[config.mk]
export PLATFORM = sky130hd
export DESIGN_NAME = mouse_receiver
export DESIGN_NICKNAME = d
export VERILOG_FILES = /design/src/rtl/mouse_pkg.sv /design/src/rtl/ps2_edge_sync.sv /design/src/rtl/mouse_receiver.sv
export SDC_FILE = /design/constraint.sdc
export NUM_CORES = 1
export LEC_CHECK = 0
export ABC_CLOCK_PERIOD_IN_PS = 4600
export CAP_MARGIN = 25
export CORE_MARGIN = 2
export CORE_UTILIZATION = 31
export CTS_CLUSTER_SIZE = 12
export DETAILED_ROUTE_END_ITERATION = 7
export PLACE_DENSITY = 0.52
export SYNTH_ARGS = -nofsm -noshare
export SYNTH_HDL_FRONTEND = slang
export SYNTH_HIERARCHICAL = 1
export SYNTH_SLANG_ARGS = --single-unit
[constraint.sdc]
create_clock -name CLK -period 4.6 [get_ports CLK]
set_clock_uncertainty 0.15 [all_clocks]
set_input_delay 0.92 -clock CLK [delete_from_list [all_inputs] [get_ports CLK]]
set_output_delay 0.92 -clock CLK [all_outputs]
set_load 0.02 [all_outputs]
[src/rtl/mouse_pkg.sv]
// rtl/mouse_pkg.sv - encodings shared by the PS/2 mouse receiver, transmitter and master
package mouse_pkg;

  typedef enum logic [2:0] {
    RX_IDLE   = 3'd0,
    RX_DATA   = 3'd1,
    RX_PARITY = 3'd2,
    RX_STOP   = 3'd3,
    RX_DONE   = 3'd4
  } rx_state_e;

  localparam logic [1:0] ERR_NONE   = 2'b00;
  localparam logic [1:0] ERR_PARITY = 2'b01;
  localparam logic [1:0] ERR_STOP   = 2'b10;

  localparam logic [7:0] PS2_ACK              = 8'hFA;
  localparam logic [7:0] PS2_SELF_TEST_OK     = 8'hAA;
  localparam logic [7:0] PS2_ENABLE_REPORTING = 8'hF4;
  localparam logic [7:0] PS2_RESET            = 8'hFF;

  // Odd parity over data+parity is expected; a low stop bit is a framing error.
  function automatic logic [1:0] frame_error(input logic [7:0] data, input logic parity,
                                             input logic stop);
    logic [1:0] err;
    err = ERR_NONE;
    if (!(^{data, parity})) err = err | ERR_PARITY;
    if (!stop)              err = err | ERR_STOP;
    return err;
  endfunction

endpackage

[src/rtl/ps2_edge_sync.sv]
// rtl/ps2_edge_sync.sv - synchronises the PS/2 lines and strobes on clock falling edges
module ps2_edge_sync (
  input  logic CLK,
  input  logic RESET,
  input  logic ps2_clk_in,
  input  logic ps2_data_in,
  output logic clk_fall,
  output logic data_sync
);

  logic [1:0] clk_sync_q, clk_sync_d;
  logic [1:0] data_sync_q, data_sync_d;
  logic       clk_prev_q, clk_prev_d;

  always_comb begin
    clk_sync_d  = {clk_sync_q[0], ps2_clk_in};
    data_sync_d = {data_sync_q[0], ps2_data_in};
    clk_prev_d  = clk_sync_q[1];
  end

  // Reset to 1 so an idle-high line never produces a spurious edge.
  always_ff @(posedge CLK or posedge RESET) begin
    if (RESET) begin
      clk_sync_q  <= 2'b11;
      data_sync_q <= 2'b11;
      clk_prev_q  <= 1'b1;
    end else begin
      clk_sync_q  <= clk_sync_d;
      data_sync_q <= data_sync_d;
      clk_prev_q  <= clk_prev_d;
    end
  end

  assign clk_fall  = clk_prev_q & ~clk_sync_q[1];
  assign data_sync = data_sync_q[1];

endmodule

[src/rtl/mouse_receiver.sv]
// rtl/mouse_receiver.sv - deframes 11-bit PS/2 device-to-host frames into bytes with error codes
module mouse_receiver
  import mouse_pkg::*;
#(
  parameter int TIMEOUT_CYCLES = 50000,
  parameter int CTR_WIDTH      = 16
) (
  input  logic       CLK,
  input  logic       RESET,
  input  logic       CLK_MOUSE_IN,
  input  logic       DATA_MOUSE_IN,
  input  logic       READ_ENABLE,
  output logic [7:0] BYTE_READ,
  output logic [1:0] BYTE_ERROR_CODE,
  output logic       BYTE_READY,
  output logic [2:0] RxStateCode
);

  logic clk_fall;
  logic data_sync;

  ps2_edge_sync u_sync (
    .CLK        (CLK),
    .RESET      (RESET),
    .ps2_clk_in (CLK_MOUSE_IN),
    .ps2_data_in(DATA_MOUSE_IN),
    .clk_fall   (clk_fall),
    .data_sync  (data_sync)
  );

  rx_state_e            state_q, state_d;
  logic [7:0]           shift_q, shift_d;
  logic [2:0]           bit_cnt_q, bit_cnt_d;
  logic [CTR_WIDTH-1:0] timeout_q, timeout_d;
  logic                 parity_q, parity_d;
  logic [7:0]           byte_read_q, byte_read_d;
  logic [1:0]           err_q, err_d;
  logic                 in_frame;

  assign in_frame = (state_q == RX_DATA) || (state_q == RX_PARITY) || (state_q == RX_STOP);

  always_comb begin
    state_d     = state_q;
    shift_d     = shift_q;
    bit_cnt_d   = bit_cnt_q;
    timeout_d   = timeout_q;
    parity_d    = parity_q;
    byte_read_d = byte_read_q;
    err_d       = err_q;

    if (in_frame) timeout_d = clk_fall ? '0 : timeout_q + 1'b1;

    case (state_q)
      RX_IDLE: begin
        if (clk_fall && READ_ENABLE && !data_sync) begin
          state_d   = RX_DATA;
          shift_d   = '0;
          bit_cnt_d = '0;
          timeout_d = '0;
        end
      end
      RX_DATA: begin
        if (clk_fall) begin
          shift_d[bit_cnt_q] = data_sync;
          bit_cnt_d          = bit_cnt_q + 1'b1;
          if (bit_cnt_q == 3'd7) state_d = RX_PARITY;
        end
      end
      RX_PARITY: begin
        if (clk_fall) begin
          parity_d = data_sync;
          state_d  = RX_STOP;
        end
      end
      RX_STOP: begin
        // Outputs are loaded on the way into DONE so they are valid during the pulse.
        if (clk_fall) begin
          byte_read_d = shift_q;
          err_d       = frame_error(shift_q, parity_q, data_sync);
          state_d     = RX_DONE;
        end
      end
      RX_DONE: state_d = RX_IDLE;
      default: state_d = RX_IDLE;
    endcase

    if (in_frame && !clk_fall && timeout_q == CTR_WIDTH'(TIMEOUT_CYCLES - 1)) state_d = RX_IDLE;
  end

  always_ff @(posedge CLK or posedge RESET) begin
    if (RESET) begin
      state_q     <= RX_IDLE;
      shift_q     <= '0;
      bit_cnt_q   <= '0;
      timeout_q   <= '0;
      parity_q    <= 1'b0;
      byte_read_q <= '0;
      err_q       <= ERR_NONE;
    end else begin
      state_q     <= state_d;
      shift_q     <= shift_d;
      bit_cnt_q   <= bit_cnt_d;
      timeout_q   <= timeout_d;
      parity_q    <= parity_d;
      byte_read_q <= byte_read_d;
      err_q       <= err_d;
    end
  end

  assign BYTE_READ       = byte_read_q;
  assign BYTE_ERROR_CODE = err_q;
  assign BYTE_READY      = (state_q == RX_DONE);
  assign RxStateCode     = state_q;

endmodule

==> Yosys cells after proc, flatten, opt, wreduce, memory -nomap -nowiden <==
Cells that the tools add are included.
{ "word_totals": {"ff_bits": 46, "inputBits": 5, "elab_cells": 67} }
{ "op_classes": {"add_sub_neg": 2, "eq_ne": 13, "n_lt_le_gt_ge": 2, "bitwise": 2, "muxes": 22, "reduce_logical": 16} }
{ "op_table": {"columns": ["operator", "count"], "rows": [
  ["2-to-1 mux 16 bit", 4],
  ["2-to-1 mux 3 bit", 8],
  ["adder 16 x 1 -> 16 bit, second input constant", 1],
  ["== test 16 bit, second input constant", 1],
  ["2-to-1 mux 8 bit", 2],
  ["case mux 8 bit (2 select lines)", 1],
  ["case mux 3 bit (4 select lines)", 1],
  ["!= test 3 x 2 -> 1 bit, second input constant", 3],
  ["parity 9 bit", 1],
  ["bitwise mux 8 bit", 1],
  ["== test 3 x 2 -> 1 bit, second input constant", 2],
  ["== test 3 bit, second input constant", 2],
  ["case mux 3 bit (2 select lines)", 1],
  ["logical AND 1 bit", 5],
  ["AND reduction 5 bit", 1],
  ["less-than comparator 3 x 4 -> 1 bit, second input constant", 1],
  ["!= test 2 bit, second input constant", 2],
  ["AND reduction 2 bit", 2],
  ["adder 3 x 1 -> 3 bit, second input constant", 1],
  ["demux 1 bit (select 3 bit)", 1],
  ["== test 3 x 1 -> 1 bit, second input constant", 1],
  ["greater-or-equal comparator 3 x 1 -> 1 bit, second input constant", 1],
  ["logical NOT 3 bit", 1],
  ["!= test 3 x 1 -> 1 bit, second input constant", 1],
  ["9 further kinds", 12]
]} }

==> Depth between registers and ports, before layout <==
Gate-level depths: netlist of the first run.
{ "logic_depth": {"depth_word": 7, "ltp_mapped": 6, "depth_no_buf": 5} }

==> By module <==
Netlist of the first run, hierarchy kept.
{ "modules_own_cells": {"columns": ["mod", "area_per_inst_um2", "cells_per_inst", "seq_area_each_um2", "instances"], "rows": [
  ["mouse_receiver", 2123.3, 216, 1026.0, 1],
  ["ps2_edge_sync", 148.9, 7, 131.4, 1]
]} }

==> Worst setup path before layout of the first run <==
Ideal clock, no wire load.
{ "synth_timing": {"kind": "register to output", "startpoint": "reg state_q[1] (netlist: RxStateCode[1])", "endpoint": "out BYTE_READY", "setup_slack_ps": 2260, "path_stages_with_launch": 3, "required_time_ps": 3530, "arrival_ps": 1270, "path_cell_list": "dfrtp_1 > clkbuf_1 > nor3b_1"} }
{ "synth_via": {"elab_chain_cells": 1} }
{ "synth_lines": {"columns": ["element", "line_no", "source"], "rows": [
  ["from (decl)", "mouse_receiver.sv:31", "rx_state_e state_q, state_d;"],
  ["from (signal assigned)", "mouse_receiver.sv:100", "state_q <= state_d;"],
  ["== test 3 bit", "mouse_receiver.sv:112", "assign BYTE_READY = (state_q == RX_DONE);"],
  ["to (decl)", "mouse_receiver.sv:15", "output logic BYTE_READY,"]
]} }
Every way passes these cells.

==> Final worst setup path of the first run <==
Same ends and word-level chain as after synthesis.

==> results.ini, run 1 <==
[die]
rows = 31
die_w_um = 89.62
dieArea_um2 = 8031
ios = 19
initial_utilization = 0.3167
die_h_um = 89.62
core_region_area_um2 = 7176

[grt]
grt_first_pass_wirelength_um = 7907
grt-ovfl-total = 0
grt_pass1_vias = 1548
grt_usage = 0.1285
antenna_found_initial = 0
grt_max_degree = 42

[route]
drc = 0
drtIter0Drc = 49
drt_pass1_iterations = 4
via_count = 1669
drt.antenna.violating_nets = 0
post_drt_wl_per_cell_um = 13.51
via_per_inst = 4.938
wl_um = 4566

[synthesis]
synth_top_cell_area_share = 0.4515
synth_edf_count = 0
synth_flop_cell = dfrtp_1
synth_top_area_cell = dfrtp_1
synthArstFlopShare = 1.000
syn_area_um2 = 2272
yosysUniqueCellTypes = 44
synth_seq_area_share = 0.5094
synth_area_leaders = dfrtp_1, dfstp_2, o21ai_0, mux2_2, xnor2_1
syn_nets = 231
synthCells = 223
ys_seq_elements = 46
yosysWarnings = 6
syn_avg_cell_area_um2 = 10.19

[setup_path]
crit_type = reg -> out
required_ns = 3.53
arrival_ns = 1.73
critPathLaunchType = register
end_kind = output port
cp_max_fo = 16

[cells_and_area]
layout_common_cells = dfrtp_1, o21ai_0, clkdlybuf4s50_1
fill_cells = 730
drive_gt1_frac = 0.1255
nets = 246
multi_input_area_um2 = 1035
stdcell_area_um2 = 2620
fin_util = 0.3651
diodes = 0
layout_commonest_cell = dfrtp_1
regArea_um2 = 1157
layout-area-overhead-vs-synth_pct = 15.31

[cts]
cts_sinks = 46
cts_resized = 0
cts_buffers = 5
cts_max_level = 2
clock_latency_ns = 0.30
cts_max_path_buffers = 2
tritoncts = done
cts_hold_buf = 0
cts_setup_buffers = 0
cts-root-buf = clkbuf_8
clk_pin_slew_worst_paths_ns = 0.09

[timing]
hold_violations = 0
setup_viol_count_final = 0
rsz0062_at_grt = false
drv_slew = 0
fmax_ghz = 0.3570
fin_crit_ns = 2.801
hold-worst-slack_ns = 0.2093
tns_ns = 0
max_slew_margin = 0.4463
min_period_over_period = 0.6089
worst_pin_slew_ns = 0.8288

[status]
status = complete, no violations

[power]
total_power_uw = 1437
p_leak_uw = 0.001068
ir_drop_mv = 0.1620
power_density_nw_per_um2 = 548.3

[place]
place.gp.congestion = 0.7476
place_area_um2 = 2534
portBuffers = 18
hpwl_um = 3218

[flow_run]
cap_violations = 0

[min_path]
holdCritPathClass = reg -> reg

==> state kept, by name (all words and copies together) (netlist names) <==
register / cells
timeout_q: 16
BYTE_READ: 8
shift_q: 8
RxStateCode: 3
bit_cnt_q: 3
BYTE_ERROR_CODE: 2
u_sync/clk_sync_q: 2
u_sync/data_sync_q: 2
parity_q: 1
u_sync/clk_prev_q: 1
==> worst max-delay path, cell delays in order, from the launching register on <==
cell	delay [ns]
dfrtp_1	0.55
nor3b_1	0.26
clkdlybuf4s50_1	0.63
==> metal layers <==
layer,track usage,vias up,wire length [um]
li1,-,825,-
met1,0.1901,812,2291
met2,0.1832,26,2056
met3,0.02834,6,141
met4,0.04749,0,76
met5,0,-,0
==> Yosys cell counts (all sizes together), types with 4 or more instances <==
| cell type | number |
|---|---|
| or3 | 6 |
| mux2 | 10 |
| a21oi | 9 |
| dfstp | 5 |
| inv | 8 |
| o21a | 4 |
| nor3 | 5 |
| nand3 | 6 |
| nor3b | 5 |
| dfrtp | 41 |
| clkbuf | 9 |
| nor2 | 16 |
| a31oi | 4 |
| nand2 | 16 |
| xnor2 | 9 |
| o31ai | 4 |
| o21ai | 25 |
| nand4 | 5 |
| or4 | 4 |
==> metrics by stage <==
stage	setup slack [ns]	std cells
finish	1.799	338
global route	1.692	338
CTS	1.788	338
detailed placement	1.892	330
global placement	1.925	330
floorplan	2.260	223
==> worst paths after layout <==
kind	cells past startpoint	startpoint	slack, ns	endpoint
max	2	RxStateCode[1]	1.80	BYTE_READY
min	0	u_sync/data_sync_q[0]	0.21	u_sync/data_sync_q[1]
max reg2reg	4	RxStateCode[1]	2.24	RxStateCode[1]
min reg2reg	0	u_sync/data_sync_q[0]	0.21	u_sync/data_sync_q[1]
max in group asynchronous	3	RESET	3.01	timeout_q[4]
min in group asynchronous	2	RESET	0.90	u_sync/clk_sync_q[1]
==> area by class of cell <==
cell class / instances / area share
Tap cell: 99 / 0.04728
Clock inverter: 2 / 0.005253
Clock buffer: 6 / 0.02770
Sequential cell: 46 / 0.4417
Timing Repair Buffer: 19 / 0.07163
Inverter: 8 / 0.01146
Multi-Input combinational cell: 158 / 0.3949
==> power breakdown <==
group | leakage (uW) | switching (uW) | internal, uW
combinational | 0.000419 | 252 | 277
sequential | 0.000603 | 147 | 515
clock | 0.0000452 | 138 | 107
==> logic make-up (layout without fill, tap and decap cells) <==
family,Yosys count,after routing,synth area share
adder cells (fa/ha/maj),3,3,0.01652
XOR/XNOR,12,12,0.05232
AND/OR/NAND/NOR,77,77,0.1867
multiplexers,12,12,0.05837
AO/OA/AOI/OAI,54,54,0.1415
buffers and inverters,19,35,0.03524
flip-flops,46,46,0.5094
(Power assumes the default switching activity.)
==> run 2: changes to the inputs <==
--- a/config.mk
+++ b/config.mk
@@ -5,7 +5,7 @@
 export SDC_FILE = /design/constraint.sdc
 export NUM_CORES = 1
 export LEC_CHECK = 0
-export ABC_CLOCK_PERIOD_IN_PS = 4600
+export ABC_CLOCK_PERIOD_IN_PS = 2600
 export CAP_MARGIN = 25
 export CORE_MARGIN = 2
 export CORE_UTILIZATION = 31
==> constraint.sdc (replaced) <==
create_clock -name CLK -period 2.6 [get_ports CLK]
set_clock_uncertainty 0.15 [all_clocks]
set_input_delay 0.52 -clock CLK [delete_from_list [all_inputs] [get_ports CLK]]
set_output_delay 0.52 -clock CLK [all_outputs]
set_load 0.02 [all_outputs]
==> run 2 against run 1 <==
Compared with the run above: cell area rose by 1.5%; clock power rose by 70%; wire length rose by 0.90%; sequential power rose by 75%; clock-buffer cell count rose by 2; combinational power rose by 84%; first-iteration DRC count fell by 29%; critical path type unchanged; critical endpoint unchanged; largest cell class unchanged.
==> results.ini, run 2 (same netlist as run 1, synthesis figures left out) <==
[place]
hpwl_um = 3222  ; +0.15%
dp.cells = 336  ; +1.8%
place_area_um2 = 2579  ; +1.8%
place.gp.congestion = 0.7565  ; +1.2%
portBuffers = 18  ; unchanged

[status]
status = complete, no violations

[cells_and_area]
drive_gt1_frac = 0.1388  ; +0.01325
layoutNonFillerInstCount = 344  ; +1.8%
fin_util = 0.3705  ; +0.005406
largest_reg_flops = 16  ; unchanged
nets = 252  ; +2.4%
stdcell_area_um2 = 2659  ; +1.5%
layout-area-overhead-vs-synth_pct = 17.02
fill_cells = 733  ; +0.41%
diodes = 0  ; unchanged
layout_commonest_cell = dfrtp_1
regMostFlops = timeout_q
layout_common_cells = dfrtp_1, o21ai_0, clkdlybuf4s50_1

[cts]
cts_sinks = 46  ; unchanged
cts_resized = 0  ; unchanged
cts_buffers = 5  ; unchanged
clk_pin_slew_worst_paths_ns = 0.08  ; about the same
cts_max_path_buffers = 2  ; unchanged
cts_max_level = 2  ; unchanged
clock_latency_ns = 0.29  ; about the same
cts_hold_buf = 0  ; unchanged
tritoncts = done
cts-root-buf = clkbuf_8
cts_setup_buffers = 0  ; unchanged

[route]
drt.antenna.violating_nets = 0  ; unchanged
drtIter0Drc = 35  ; -29%
via_count = 1665  ; -0.24%
drc = 0  ; unchanged
via_per_inst = 4.840  ; -2.0%
post_drt_wl_per_cell_um = 13.39  ; -0.86%
drt_pass1_iterations = 4  ; unchanged
wl_um = 4607  ; +0.90%

[grt]
grt_usage = 0.1256  ; -0.002895
grt_first_pass_wirelength_um = 7672  ; -3.0%
grt_pass1_vias = 1592  ; +2.8%
grt-ovfl-total = 0  ; unchanged
grt_max_degree = 42  ; unchanged
antenna_found_initial = 0  ; unchanged

[timing]
fin_crit_ns = 2.420
setup_viol_count_final = 0  ; unchanged
worst_pin_slew_ns = 0.5708  ; -0.2580 ns
tns_ns = 0  ; unchanged
drv_slew = 0  ; unchanged
hold_violations = 0  ; unchanged
hold-worst-slack_ns = 0.2088  ; -0.0005240 ns
max_slew_margin = 0.6178  ; +0.1715
min_period_over_period = 0.9308
fmax_ghz = 0.4132
rsz0062_at_grt = false

[power]
seqPwrFrac = 0.456  ; -0.005
pwr-share-clk = 0.163  ; -0.008
internal-power_uw = 1618  ; +80%
p_comb_frac = 0.381  ; +0.013
p_leak_uw = 0.001093  ; +2.3%
p_switching_uw = 933.1  ; +74%
ir_drop_mv = 0.3103  ; +92%
power_density_nw_per_um2 = 959.5  ; +75%
switching_share = 0.3658  ; -0.007995

[setup_path]
cp_max_fo = 15  ; -1
crit_type = reg -> out
rrSetupSlack_ns = 0.50  ; -1.74 ns
end_kind = output port
arrival_ns = 1.75  ; +0.02 ns
required_ns = 1.93  ; -1.60 ns
critPathLaunchType = register

[die]
core_region_area_um2 = 7176  ; unchanged
die_h_um = 89.62  ; unchanged
dieArea_um2 = 8031  ; unchanged
die_w_um = 89.62  ; unchanged
rows = 31  ; unchanged
ios = 19  ; unchanged
initial_utilization = 0.3167  ; unchanged

[flow_run]
cap_violations = 0  ; unchanged

[min_path]
holdCritPathClass = reg -> reg

[run 2: cell types whose count changed in the layout (fill, tap and decap cells not counted)]
cell,previous run,this run
clkinv_2,1,0
clkinv_4,1,0
buf_4,1,7
clkbuf_1,1,3
[run 2: layer usage]
layer / part of all wire / track usage
met3: 0.033 / 0.03108
met4: 0.013 / 0.03664
met1: 0.53 / 0.1895
met5: 0 / 0
met2: 0.43 / 0.1778
[run 2: final timing paths]
kind / startpoint / endpoint / cells after the start
max: RxStateCode[0] / BYTE_READY / 2
min: u_sync/data_sync_q[0] / u_sync/data_sync_q[1] / 0
max reg2reg: RxStateCode[0] / timeout_q[14] / 4
min reg2reg: u_sync/data_sync_q[0] / u_sync/data_sync_q[1] / 0
max in group asynchronous: RESET / bit_cnt_q[1] / 3
min in group asynchronous: RESET / u_sync/clk_sync_q[1] / 2
[run 2: layout make-up]
cell class | instances | area [um2] | area share
tap | 99 | 123.9 | 0.04659
inverter | 8 | 30.03 | 0.01129
sequential | 46 | 1157 | 0.4353
multi-input combinational | 158 | 1035 | 0.3892
clock buffer | 8 | 80.08 | 0.03012
timing repair buffer | 25 | 232.7 | 0.08753
[run 2: power by group through the flow]
| stage | registers [uW] | clock network, uW | logic (uW) |
|---|---|---|---|
| after floorplan | 1140 | 0 | 699 |
| after global placement | 1180 | 0 | 980 |
| after detailed placement | 1180 | 0 | 983 |
| after CTS | 1170 | 436 | 988 |
| after global routing | 1210 | 465 | 1090 |
| final | 1160 | 416 | 973 |
[run 2: per-stage QoR]
step           worst slack (ns)  power, uW
2_1_floorplan            0.6602       1842
3_3_place_gp             0.4335       2158
3_5_place_dp             0.4269       2165
4_1_cts                  0.1722       2590
5_1_grt                  0.1211       2766
6_report                 0.1799       2551
[run 2: critical path: stages, from the launching register on]
cell and delay (ns):
dfrtp_1 0.55, nor3b_1 0.26, clkdlybuf4s50_1 0.64
==> run 3: changes to the inputs <==
--- a/config.mk
+++ b/config.mk
@@ -6,13 +6,13 @@
 export NUM_CORES = 1
 export LEC_CHECK = 0
 export ABC_CLOCK_PERIOD_IN_PS = 2600
-export CAP_MARGIN = 25
+export CAP_MARGIN = 10
 export CORE_MARGIN = 2
 export CORE_UTILIZATION = 31
 export CTS_CLUSTER_SIZE = 12
 export DETAILED_ROUTE_END_ITERATION = 7
+export HOLD_SLACK_MARGIN = 0.12
 export PLACE_DENSITY = 0.52
 export SYNTH_ARGS = -nofsm -noshare
 export SYNTH_HDL_FRONTEND = slang
-export SYNTH_HIERARCHICAL = 1
 export SYNTH_SLANG_ARGS = --single-unit
==> run 3 against run 2 <==
Compared with the run above: worst setup slack got worse by 0.034 ns; die area increased by 2.5%; utilization increased by 0.052 points; sequential share of layout area decreased by 0.53 points; largest cell class unchanged; critical endpoint unchanged.
==> results.ini, run 3 <==
[cts]
cts_max_level = 2  ; unchanged
clock_latency_ns = 0.31  ; +0.02 ns
cts_max_path_buffers = 2  ; unchanged
cts_sinks = 46  ; unchanged
cts-root-buf = clkbuf_8
cts_setup_buffers = 0  ; unchanged
tritoncts = done
clk_pin_slew_worst_paths_ns = 0.10  ; +0.02 ns
cts_buffers = 5  ; unchanged

[synthesis]
synth_top_area_cell = dfrtp_1
synthArstFlopShare = 1.000  ; unchanged
syn_nets = 229  ; -0.87%
synth_area_leaders = dfrtp_1, dfstp_2, mux2_2, xnor2_1, o21ai_0
synth_seq_area_share = 0.4962  ; -0.01312
synthCells = 221  ; -0.90%
ys_seq_elements = 46  ; unchanged
yosysUniqueCellTypes = 50  ; +14%
syn_avg_cell_area_um2 = 10.55  ; +3.6%
synth_flop_cell = dfrtp_1
synth_edf_count = 0  ; unchanged
syn_area_um2 = 2332  ; +2.6%
yosysWarnings = 0  ; -6
yosysMostFrequentCell = dfrtp_1
synth_top_cell_area_share = 0.4399  ; -0.01163
synth_common_cells = dfrtp_1, o21ai_0, nor2_1, mux2_2

[timing]
worst_pin_slew_ns = 0.8267  ; +0.2558 ns
fmax_ghz = 0.4075  ; -1.4%
setup_viol_count_final = 0  ; unchanged
hold_violations = 0  ; unchanged
max_slew_margin = 0.4478  ; -0.1700
min_period_over_period = 0.9438  ; +0.01295
drv_slew = 0  ; unchanged
rsz0062_at_grt = false
tns_ns = 0  ; unchanged
fin_crit_ns = 2.454  ; +0.03367 ns

[setup_path]
critPathLaunchType = register
cp_max_fo = 10  ; -5
cp_top_family = buffers and inverters
arrival_ns = 1.78  ; +0.03 ns
crit_chain = nor2_2 > and2_1 > clkdlybuf4s50_1
r2r-start = RxStateCode[0]
rr_worst_depth = 5  ; +1
slowest_delay_ns = 0.60  ; -0.04 ns
timing.rr.end = RxStateCode[1]
required_ns = 1.93  ; about the same
crit_type = reg -> out
path_buf_inv = 1  ; unchanged
cp_num_cells = 3  ; +1
rrSetupSlack_ns = 0.64  ; +0.14 ns
critPathSlowestCell = clkdlybuf4s50_1
end_kind = output port

[route]
via_per_inst = 5.065  ; +4.7%
wl_um = 4842  ; +5.1%
drt_pass1_iterations = 4  ; unchanged
post_drt_wl_per_cell_um = 14.41  ; +7.6%
drtIter0Drc = 102  ; +190%
drc = 0  ; unchanged
via_count = 1702  ; +2.2%
drt.antenna.violating_nets = 0  ; unchanged

[die]
die_h_um = 90.74  ; +1.2%
initial_utilization = 0.3215  ; +0.004894
core_region_area_um2 = 7253  ; +1.1%
dieArea_um2 = 8233  ; +2.5%
ios = 19  ; unchanged
rows = 31  ; unchanged
die_w_um = 90.74  ; +1.2%

[power]
total_power_uw = 2396  ; -6.1%
ir_drop_mv = 0.2928  ; -5.6%
power_density_nw_per_um2 = 890.4  ; -7.2%
p_leak_uw = 0.001128  ; +3.2%

[place]
place_area_um2 = 2594  ; +0.58%
portBuffers = 18  ; unchanged
place.gp.congestion = 0.8090  ; +6.9%
hpwl_um = 3394  ; +5.3%

[cells_and_area]
layout-area-overhead-vs-synth_pct = 15.40
largest_reg_flops = 16  ; unchanged
drive_gt1_frac = 0.1561  ; +0.01734
fin_util = 0.3711  ; +0.0005220
fill_cells = 740  ; +0.95%
layout_common_cells = dfrtp_1, clkdlybuf4s50_1, o21ai_0
layout_commonest_cell = dfrtp_1
regMostFlops = timeout_q
nets = 244  ; -3.2%
stdcell_area_um2 = 2691  ; +1.2%
diodes = 0  ; unchanged

[min_path]
holdCritPathClass = reg -> reg
worstHoldStart = u_sync.data_sync_q[0]
min_to = u_sync.data_sync_q[1]
hold-path-cell-count = 0  ; unchanged

[grt]
antenna_found_initial = 0  ; unchanged
grt_usage = 0.1252  ; -0.0003562
grt_first_pass_wirelength_um = 8293  ; +8.1%
grt-ovfl-total = 0  ; unchanged
grt_pass1_vias = 1664  ; +4.5%
grt_max_degree = 24  ; -43%

[status]
status = complete, no violations

[flow_run]
cap_violations = 0  ; unchanged

[run 3: cell type report]
cell class,count,area (um2),area share
repair buffers,24,225.2,0.08368
flip-flops and latches,46,1157,0.4300
inverters,7,26.28,0.009763
well taps,99,123.9,0.04603
clock buffers,6,82.58,0.03068
multi-input cells,152,1064,0.3952
clock inverters,2,12.51,0.004649
[run 3: kinds of logic after synthesis]
group	after synthesis	share of synthesized area
AOI/OAI and AO/OA	53	0.1416
buffers and inverters	23	0.04882
DFF	46	0.4962
and+or+nand+nor	71	0.1856
adders and majority gates	3	0.01610
xor gates and xnor gates	14	0.05848
muxes	11	0.05311
[run 3: worst max-delay path by stage]
stage | slack (ns) | from | to
floorplan | 0.75 | RxStateCode[2] | timeout_q[15]
global placement | 0.32 | READ_ENABLE | shift_q[0]
detailed placement | 0.27 | READ_ENABLE | shift_q[0]
CTS | 0.08 | RxStateCode[1] | BYTE_READY
global route | 0.06 | RxStateCode[1] | BYTE_READY
finish | 0.15 | RxStateCode[1] | BYTE_READY
[run 3: worst register-to-register path, stage by stage, from the launching register on]
cell and delay, ns:
dfrtp_1 0.40, buf_4 0.18, o21bai_1 0.67, nor2_1 0.11, a31oi_1 0.23, nor2b_1 0.17
[run 3: power by group]
| group | switching [uW] | internal (uW) | leakage (uW) | total (uW) |
|---|---|---|---|---|
| registers | 200 | 876 | 0.000606 | 1080 |
| logic | 409 | 438 | 0.000475 | 847 |
| clock network | 259 | 214 | 0.0000472 | 473 |
[run 3: metal layers]
metal  wire length, um  track usage  up-vias
li1                  -            -      826
met1              2492       0.1784      834
met2              2162       0.1903       37
met3               143      0.02671        5
met4                44      0.03846        0
met5                 0            0        -
[run 3: through the flow]
stage	hold WS, ns	setup WS, ns	std cells
floorplan	0.1952	0.7538	221
global route	0.2130	0.05910	336
CTS	0.2120	0.07965	336
global placement	0.1959	0.3159	328
detailed placement	0.1987	0.2712	328
finish	0.2097	0.1462	336
[run 3: what timing repair did]
| action | 4_1_cts | 5_1_grt |
|---|---|---|
| resized for setup | 0 | 1 |
| endpoints found under the setup margin | 0 | 1 |
| hold buffers | 0 | 0 |
